==> src/rtl/core_pkg.sv <==
// Shared types and instruction-field constants for the multi-cycle 9-bit ISA core.
package core_pkg;

    typedef enum logic [2:0] {
        OP_ADD  = 3'd0,
        OP_SUB  = 3'd1,
        OP_XOR  = 3'd2,
        OP_ADDI = 3'd3,
        OP_LD   = 3'd4,
        OP_ST   = 3'd5,
        OP_BNZ  = 3'd6,
        OP_SYS  = 3'd7
    } opcode_e;

    typedef enum logic [2:0] {
        IDLE   = 3'd0,
        FETCH  = 3'd1,
        DECODE = 3'd2,
        EXEC   = 3'd3,
        MEM    = 3'd4,
        HALT   = 3'd5
    } state_e;

    localparam int INSTR_W  = 9;
    localparam int OPC_HI   = 8;
    localparam int OPC_LO   = 6;
    localparam int RD_HI    = 5;
    localparam int RD_LO    = 3;
    localparam int RS_HI    = 2;
    localparam int RS_LO    = 0;
    localparam int IMM_W    = 3;
    localparam int REG_AW   = 3;
    localparam int NUM_REGS = 8;

    localparam logic [IMM_W-1:0] SYS_HALT = 3'd0;

endpackage

==> src/rtl/core_regfile.sv <==
// 8-entry register file: two combinational read ports, one synchronous write port.
// All entries clear on synchronous active-low reset.
module core_regfile
    import core_pkg::*;
#(
    parameter int DATA_W = 8
) (
    input  logic              clk,
    input  logic              reset,
    input  logic [REG_AW-1:0] ra_addr,
    output logic [DATA_W-1:0] ra_dat,
    input  logic [REG_AW-1:0] rb_addr,
    output logic [DATA_W-1:0] rb_dat,
    input  logic              wr_en,
    input  logic [REG_AW-1:0] wr_addr,
    input  logic [DATA_W-1:0] wr_dat
);

    logic [DATA_W-1:0] regs_q [NUM_REGS];
    logic [DATA_W-1:0] regs_d [NUM_REGS];

    always_comb begin
        regs_d = regs_q;
        if (wr_en) begin
            regs_d[wr_addr] = wr_dat;
        end
    end

    always_ff @(posedge clk) begin
        if (!reset) begin
            for (int i = 0; i < NUM_REGS; i++) begin
                regs_q[i] <= '0;
            end
        end else begin
            regs_q <= regs_d;
        end
    end

    assign ra_dat = regs_q[ra_addr];
    assign rb_dat = regs_q[rb_addr];

endmodule

==> src/rtl/mc_core.sv <==
// Multi-cycle 9-bit ISA core: FETCH/DECODE/EXEC (+MEM for loads/stores) with start/done control.
// Data accesses stall in MEM until dmem_ready; ALU/branch/jump take 3 cycles, LD/ST 3+N.
module mc_core
    import core_pkg::*;
#(
    parameter int DATA_W   = 8,
    parameter int PC_W     = 6,
    parameter int DMEM_AW  = 8,
    parameter int CNT_W    = 16,
    parameter int START_PC = 0
) (
    input  logic               clk,
    input  logic               reset,
    input  logic               start,
    output logic [PC_W-1:0]    imem_addr,
    input  logic [INSTR_W-1:0] imem_rdata,
    output logic               dmem_req,
    output logic               dmem_we,
    output logic [DMEM_AW-1:0] dmem_addr,
    output logic [DATA_W-1:0]  dmem_wdata,
    input  logic               dmem_ready,
    input  logic [DATA_W-1:0]  dmem_rdata,
    output logic               busy,
    output logic               done,
    output logic [PC_W-1:0]    pc,
    output logic [CNT_W-1:0]   retired
);

    state_e               state_q, state_d;
    logic [PC_W-1:0]      pc_q, pc_d;
    logic [INSTR_W-1:0]   ir_q, ir_d;
    logic [CNT_W-1:0]     retired_q, retired_d;

    opcode_e              op;
    logic [REG_AW-1:0]    rd_idx;
    logic [REG_AW-1:0]    rs_idx;
    logic [IMM_W-1:0]     imm;
    logic signed [IMM_W-1:0] br_off;

    logic [DATA_W-1:0]    rd_val, rs_val, rf_wd;
    logic                 rf_we;

    logic [PC_W-1:0]      pc_inc, pc_br, pc_jr;
    logic [CNT_W-1:0]     retired_inc;

    assign op     = opcode_e'(ir_q[OPC_HI:OPC_LO]);
    assign rd_idx = ir_q[RD_HI:RD_LO];
    assign rs_idx = ir_q[RS_HI:RS_LO];
    assign imm    = ir_q[RS_HI:RS_LO];
    assign br_off = $signed(imm);

    core_regfile #(
        .DATA_W (DATA_W)
    ) u_rf (
        .clk     (clk),
        .reset   (reset),
        .ra_addr (rd_idx),
        .ra_dat  (rd_val),
        .rb_addr (rs_idx),
        .rb_dat  (rs_val),
        .wr_en   (rf_we),
        .wr_addr (rd_idx),
        .wr_dat  (rf_wd)
    );

    // Size casts both zero-extend and truncate, covering either width ordering.
    assign pc_inc      = pc_q + PC_W'(1);
    assign pc_br       = pc_q + PC_W'(br_off);
    assign pc_jr       = PC_W'(rd_val);
    assign retired_inc = (&retired_q) ? retired_q : retired_q + CNT_W'(1);

    always_comb begin
        state_d   = state_q;
        pc_d      = pc_q;
        ir_d      = ir_q;
        retired_d = retired_q;
        rf_we     = 1'b0;
        rf_wd     = rd_val;
        dmem_req  = 1'b0;

        case (state_q)
            IDLE, HALT: begin
                if (start) begin
                    state_d   = FETCH;
                    pc_d      = PC_W'(START_PC);
                    retired_d = '0;
                end
            end
            FETCH: begin
                state_d = DECODE;
            end
            DECODE: begin
                ir_d    = imem_rdata;
                state_d = EXEC;
            end
            EXEC: begin
                state_d   = FETCH;
                pc_d      = pc_inc;
                retired_d = retired_inc;
                case (op)
                    OP_ADD: begin
                        rf_we = 1'b1;
                        rf_wd = rd_val + rs_val;
                    end
                    OP_SUB: begin
                        rf_we = 1'b1;
                        rf_wd = rd_val - rs_val;
                    end
                    OP_XOR: begin
                        rf_we = 1'b1;
                        rf_wd = rd_val ^ rs_val;
                    end
                    OP_ADDI: begin
                        rf_we = 1'b1;
                        rf_wd = rd_val + DATA_W'(imm);
                    end
                    OP_LD, OP_ST: begin
                        // Memory ops retire and advance pc only once the access completes.
                        state_d   = MEM;
                        pc_d      = pc_q;
                        retired_d = retired_q;
                    end
                    OP_BNZ: begin
                        if (rd_val != '0) begin
                            pc_d = pc_br;
                        end
                    end
                    OP_SYS: begin
                        if (imm == SYS_HALT) begin
                            state_d = HALT;
                            pc_d    = pc_q;
                        end else begin
                            pc_d = pc_jr;
                        end
                    end
                    default: begin
                        state_d = FETCH;
                    end
                endcase
            end
            MEM: begin
                dmem_req = 1'b1;
                if (dmem_ready) begin
                    state_d   = FETCH;
                    pc_d      = pc_inc;
                    retired_d = retired_inc;
                    if (op == OP_LD) begin
                        rf_we = 1'b1;
                        rf_wd = dmem_rdata;
                    end
                end
            end
            default: begin
                state_d = IDLE;
            end
        endcase
    end

    always_ff @(posedge clk) begin
        if (!reset) begin
            state_q   <= IDLE;
            pc_q      <= PC_W'(START_PC);
            ir_q      <= '0;
            retired_q <= '0;
        end else begin
            state_q   <= state_d;
            pc_q      <= pc_d;
            ir_q      <= ir_d;
            retired_q <= retired_d;
        end
    end

    // Registers are stable throughout MEM, so address/data stay held until ready.
    assign dmem_we    = (state_q == MEM) && (op == OP_ST);
    assign dmem_addr  = DMEM_AW'(rs_val);
    assign dmem_wdata = rd_val;

    assign imem_addr = pc_q;
    assign busy      = (state_q != IDLE) && (state_q != HALT);
    assign done      = (state_q == HALT);
    assign pc        = pc_q;
    assign retired   = retired_q;

endmodule

==> config.mk <==
export PLATFORM = sky130hd
export DESIGN_NAME = mc_core
export DESIGN_NICKNAME = d
export VERILOG_FILES = /design/src/rtl/core_pkg.sv /design/src/rtl/core_regfile.sv /design/src/rtl/mc_core.sv
export SDC_FILE = /design/constraint.sdc
export NUM_CORES = 1
export LEC_CHECK = 0
export CELL_PAD_IN_SITES_DETAIL_PLACEMENT = 0
export CELL_PAD_IN_SITES_GLOBAL_PLACEMENT = 1
export CORE_ASPECT_RATIO = 0.8
export CORE_MARGIN = 2
export CORE_UTILIZATION = 44
export CTS_CLUSTER_DIAMETER = 40
export DETAILED_ROUTE_END_ITERATION = 8
export GPL_TIMING_DRIVEN = 1
export PLACE_DENSITY_LB_ADDON = 0.1
export SLEW_MARGIN = 0
export SYNTH_ARGS = -nofsm -noshare
export SYNTH_HDL_FRONTEND = slang
export SYNTH_SLANG_ARGS = --single-unit
==> constraint.sdc <==
create_clock -name clk -period 5.4 [get_ports clk]
set_clock_uncertainty 0.05 [all_clocks]
set_input_delay 0.54 -clock clk [delete_from_list [all_inputs] [get_ports clk]]
set_output_delay 0.54 -clock clk [all_outputs]
set_load 0.01 [all_outputs]
### Word-level counts from Yosys, hierarchy flattened

Cells that the tools add are included.

| word-level totals | value |
|---|---|
| word-level logic and storage cells | 91 |
| bits of input ports | 21 |
| bits in registers | 98 |
| output and inout bits | 48 |

| operators by class | value |
|---|---|
| reduce and logical (&&, ||, !) cells | 16 |
| $lt $le $gt $ge | 3 |
| multiplexer cells | 34 |
| bitwise gates (word level) | 3 |
| eq/ne operators | 17 |
| add/sub/neg operators | 6 |

Operators with widths:

| cell | count |
|---|---|
| bitwise mux 64 bit | 1 |
| two-way mux 16 bit | 4 |
| two-way mux 8 bit | 7 |
| binary-select mux 8 bit (select 3 bit) | 2 |
| case mux 16 bit (3 select lines) | 1 |
| case mux 6 bit (3 select lines) | 2 |
| case mux 8 bit (4 select lines) | 1 |
| demux 8 bit (select 3 bit) | 1 |
| two-way mux 6 bit | 4 |
| equality test 3 bit (second input constant) | 6 |
| adder 16 x 1 -> 16 bit (second input constant) | 1 |
| case mux 8 bit (2 select lines) | 1 |
| AND reduction 16 bit | 1 |
| case mux 3 bit (5 select lines) | 1 |
| equality test 3 x 2 -> 1 bit (second input constant) | 4 |
| zero test 3 bit | 3 |
| two-way mux 3 bit | 3 |
| adder 8 x 3 -> 8 bit | 1 |
| adder 8 bit | 1 |
| >= comparator 4 bit (second input constant) | 2 |
| NOT 3 -> 4 bit | 2 |
| nonzero test 8 bit | 1 |
| subtractor 8 bit | 1 |
| bitwise XOR 8 bit | 1 |
| other kinds (16) | 27 |

### Longest topological paths before layout

| logic depth | value |
|---|---|
| depth after elaboration | 8 |
| gate-level depth with buffers | 18 |
| mapped depth without buffers | 16 |

### Hierarchy

From an unflattened synthesis, not the netlist that was laid out.

| unflattened totals | value |
|---|---|
| cells, all modules | 745 |
| area total of the unflattened synthesis | 6787.8 um^2 |

Modules (own cells, without submodules):

| module | cells each | instances | sequential area each (um^2) | area an instance (um^2) |
|---|---|---|---|---|
| core_regfile | 330 | 1 | 1281.2 | 3646.0 |
| mc_core | 415 | 1 | 680.7 | 3141.8 |

### Worst setup path after synthesis

Ideal clock, no wire load.

| timing | value |
|---|---|
| kind | flip-flop to flip-flop |
| from | reg ir_q[2] |
| to | reg u_rf.regs_q[14] in the netlist's numbering |
| path slack | 1256 ps |
| arrival time | 3940 ps |
| path buffers | 2 |
| required time | 5197 ps |
| library setup time | 153 ps |
| stages on the path, launching flop included | 19 |
| period minus slack after synthesis | 4144 ps |
| cells stage by stage | dfxtp_1 buf_6 clkbuf_1 mux4_2 mux2i_4 ha_1 mux2i_1 nand2_1 a21boi_0 inv_1 fa_1 nor2b_1 o21ai_0 a21boi_0 o21a_1 nor2_1 xnor2_1 a311oi_1 a211oi_1 |

| on the way | value |
|---|---|
| word-level cells in the longest chain between the ends | 8 |
| elaborated cells between the ends (all ways) | 11 |
| those cells by class | add/sub: 3; mux: 6; bitwise: 2 |

Ends and longest elaborated chain:

| element | RTL line | RTL |
|---|---|---|
| start: declaration | mc_core.sv:31 | `logic [INSTR_W-1:0] ir_q, ir_d;` |
| start signal: assignment | mc_core.sv:168 | `ir_q <= ir_d;` |
| NOT 3 -> 4 bit (not written as such) | core_regfile.sv:40 | `assign rb_dat = regs_q[rb_addr];` |
| binary-select mux 8 bit (select 3 bit) | core_regfile.sv:40 |  |
| two-way mux 8 bit (not written as such) (2 in series) | core_regfile.sv:40 |  |
| subtractor 8 bit (tied with other cells) | mc_core.sv:107 | `rf_wd = rd_val - rs_val;` |
| case mux 8 bit (4 select lines) (*) | mc_core.sv:100 | `case (op)` |
| case mux 8 bit (2 select lines) (*) | mc_core.sv:81 | `case (state_q)` |
| bitwise mux 64 bit (*) | core_regfile.sv:25 | `regs_d[wr_addr] = wr_dat;` |
| end signal: assignment | core_regfile.sv:35 | `regs_q <= regs_d;` |
| end: declaration | core_regfile.sv:19 | `logic [DATA_W-1:0] regs_q [NUM_REGS];` |

Every way passes the cells marked *; elsewhere a longest branch is shown, timed or not. The select of a mux whose other input is x is not followed.
A chain may end at the register's enable or synchronous reset.

### Final worst setup path

| timing | value |
|---|---|
| from | reg ir_q[2] |
| to | reg u_rf.regs_q[12] in the netlist's numbering |

Same word-level chain as after synthesis.

==> key figures <==
Layout
  – Antenna fix cells: 0
  – Area growth syn-to-layout: 17.7%
  – Final net count: 787
  – Proportion of layout cells with a drive suffix above 1: 10.1%

Power
  – Pint: 1.38 mW
  – Reg power frac: 38.3%
  – Combinational power share: 31.6%
  – Lkg Pwr: 2.62 nW
  – Net Sw Frac: 35.0%
  – Clock share of power: 30.1%
  – Total Power: 2.12 mW
  – Power per Cell Area: 290 nW/um^2
  – Peak supply drop: 0.176 mV
  – Switching power: 0.740 mW

Synth
  – Area leader, netlist: dfxtp_1
  – Primary FF master, synth: dfxtp_1
  – Cell variety after synth: 73
  – Synth Register Bits: 98
  – Cell area after synthesis: 6190 sq um
  – Yosys warns: 0
  – Synthesized area per cell: 8.81 sq um
  – Mapped Nets: 741
  – Number of flops mapped to enable cells by yosys: 0
  – Post-synthesis sequential area ratio: 31.7%
  – Top cells by area, synth: dfxtp_1 32%, nor2_1 6.6%, a211oi_1 5.7%
  – Async set or reset register ratio after synthesis: 0%
  – Synth top area share: 31.7%
  – Cells after synthesis: 703

Clock network
  – Clock Path Buffers: 2
  – Root Driver: clkbuf_16
  – Post-CTS sizing: 0
  – Worst-path clk slew: 0.07 ns
  – Post-CTS Repair Setup Buffers: 0
  – Sink Count: 98
  – Worst-skew pair later-pin latency: 0.35 ns
  – CTS tree: done
  – H-tree lvl count: 3
  – Hold_buf cts: 0
  – Clock buffer count from CTS: 9

Setup path
  – Setup crit end kind: flop
  – WP data required: 5.54 ns
  – Critical Path Source Type: flop
  – Crit Path Max Fanout: 8
  – Crit path cell chain: mux4_1 -> mux2i_4 -> ha_1 -> mux2i_1 -> nand2_1 -> a21boi_0 -> inv_1 -> fa_1 -> nor2b_1 -> o21ai_0 -> a21boi_0 -> o31a_1 -> o22ai_1 -> a221oi_1 -> a211oi_1
  – CP arrival: 4.74 ns
  – Max incr delay on CP: 0.86 ns
  – Slowest-stage cell, CP: a221oi_1
  – Setup CP Type: flop to flop
  – Cell mode on critical path: a21boi_0

Routing
  – DRC: 0
  – DRT iter0 DRCs: 366
  – DRT Wirelength: 18300 um
  – First-pass DRT Iterations: 4
  – Wire per inst: 19.6 um
  – ANT nets after route: 0
  – DR vias/cell: 5.99
  – Via count: 5599

Floorplan
  – Full die area: 15000 sq um
  – IO Count: 69
  – Initial Util: 45.4%
  – Core area: 13600 sq um
  – Std cell rows: 38
  – Die Ht: 110 um
  – Die width: 137 um

GRT
  – Initial antenna violation count: 0
  – Vias in the first global route: 5308
  – Gr usage total: 25.1%
  – Global-route wire length before repair: 29100 um
  – Overflow after GRT: 0
  – Largest net degree at the start of global routing: 59

Placement
  – IO buf count: 68
  – Placer's final routability congestion estimate: 0.890
  – Hpwl dp: 13100 um

STA
  – Final setup TNS: 0 ns
  – Final period util: 85.2%
  – Tmin final: 4.60 ns
  – Max Freq: 217 MHz
  – Final Max Slew Viols: 0
  – Worst Hold Slack: 0.420 ns
  – Final setup fails: 0
  – RSZ-0062 raised after global routing: no
  – Worst slew pin tran: 1.29 ns
  – Hold Fails Final Rpt: 0
  – Relative slew slack: 13.6%

Hold path
  – Worst Hold Class: flop to flop

Flow run
  – MaxCap Viol Count: 0

Status
  – Status: completed
## path summary, 6_finish.rpt
kind	start	end	slack, ns	depth (start not counted)
worst max-delay path	ir_q[2]	u_rf.regs_q[12]	0.80	15
worst min register to register	u_rf.regs_q[31]	u_rf.regs_q[31]	0.42	2
worst min-delay path	u_rf.regs_q[31]	u_rf.regs_q[31]	0.42	2
worst max register to register	ir_q[2]	u_rf.regs_q[12]	0.80	15
## stage by stage
stage	setup slack (ns)	utilization, %	cells	area (sq um)
floorplan	1.26	-	703	6190
global placement	1.02	51.3	918	7000
detailed placement	0.867	51.3	918	7000
CTS	0.868	53.4	934	7290
global route	0.426	53.4	934	7290
finish	0.798	53.4	934	7290
## power by group through the flow
stage                     registers [mW]  logic [mW]  clock network (mW)
after global routing               0.818       0.732               0.680
final                              0.810       0.670               0.636
after CTS                          0.809       0.666               0.651
after floorplan                    0.797       0.479                   0
after global placement             0.824       0.663                   0
after detailed placement           0.826       0.663                   0
## cell usage after synthesis, types with 5 or more instances
master and instances:
mux4_2 15, nand2b_1 9, o221ai_1 5, or3_1 7, clkbuf_1 33, o22ai_1 8, buf_1 6, buf_4 6
nand3_1 16, nor2_1 109, a211oi_1 47, nor3_1 13, a21oi_1 43, o21ai_0 39, dfxtp_1 98, mux4_1 11
nand2_1 39, xor2_1 16, buf_2 8, nor2b_1 10, mux2i_1 32, inv_1 19, a31oi_1 9, xnor2_1 9
ha_1 15
## state kept, by name, indices dropped and copies added, names as in the netlist
signal,count
state_q,3
u_rf.regs_q,64
ir_q,9
imem_addr,6
retired,16
## layer usage
metal	global-route usage, %	up-vias	part of all wire, %	wire (um)
met5	0	-	0	0
met4	6.25	0	1.4	261
met3	5.90	24	6.8	1240
met2	38.4	203	44	8000
met1	35.9	2679	48	8780
li1	-	2693	-	-
## final cells by class
class	instances	area, sq um
fill	1213	6360
inverter	21	78.8
sequential	98	1960
timing repair buffer	91	853
multi-input combinational	528	3880
clock inverter	6	45.0
tap	180	225
clock buffer	10	239
## layout by cell type (no fill, tap or decap), types with 4 or more instances in the layout
| cell type | instances |
|---|---|
| xor2_1 | 16 |
| o21ai_0 | 39 |
| inv_1 | 19 |
| and3_1 | 4 |
| nor2_1 | 109 |
| o22ai_1 | 8 |
| buf_4 | 23 |
| nand2b_1 | 9 |
| or3_1 | 7 |
| a31oi_1 | 9 |
| dfxtp_1 | 98 |
| mux4_2 | 15 |
| a21oi_1 | 43 |
| clkdlybuf4s50_1 | 68 |
| nand3_1 | 16 |
| nor3_1 | 13 |
| clkbuf_16 | 9 |
| ha_1 | 15 |
| nor2b_1 | 10 |
| nand2_1 | 39 |
| a211oi_1 | 47 |
| mux2_2 | 4 |
| o221ai_1 | 5 |
| xnor2_1 | 9 |
| mux2i_1 | 32 |
| mux4_1 | 11 |
## critical path, delay by kind of cell (launching register included)
kind / cells / cell delay (ns)
AOI/OAI and AO/OA: 7 / 1.99
adders and majority gates: 2 / 0.60
buffers and inverters: 1 / 0.10
DFF: 1 / 0.49
muxes: 3 / 0.97
and+or+nand+nor: 2 / 0.25
## cell families (layout without fill, tap and decap cells)
| family | count (synthesis) | in the layout | synth area share (%) |
|---|---|---|---|
| and+or+nand+nor | 226 | 226 | 17.1 |
| AOI/OAI and AO/OA | 193 | 193 | 20.8 |
| DFF | 98 | 98 | 31.7 |
| buffers and inverters | 77 | 128 | 5.70 |
| muxes | 67 | 67 | 17.6 |
| xor gates and xnor gates | 25 | 25 | 3.54 |
| adders and majority gates | 17 | 17 | 3.68 |
Note: power is estimated with default switching activity, not from simulation.
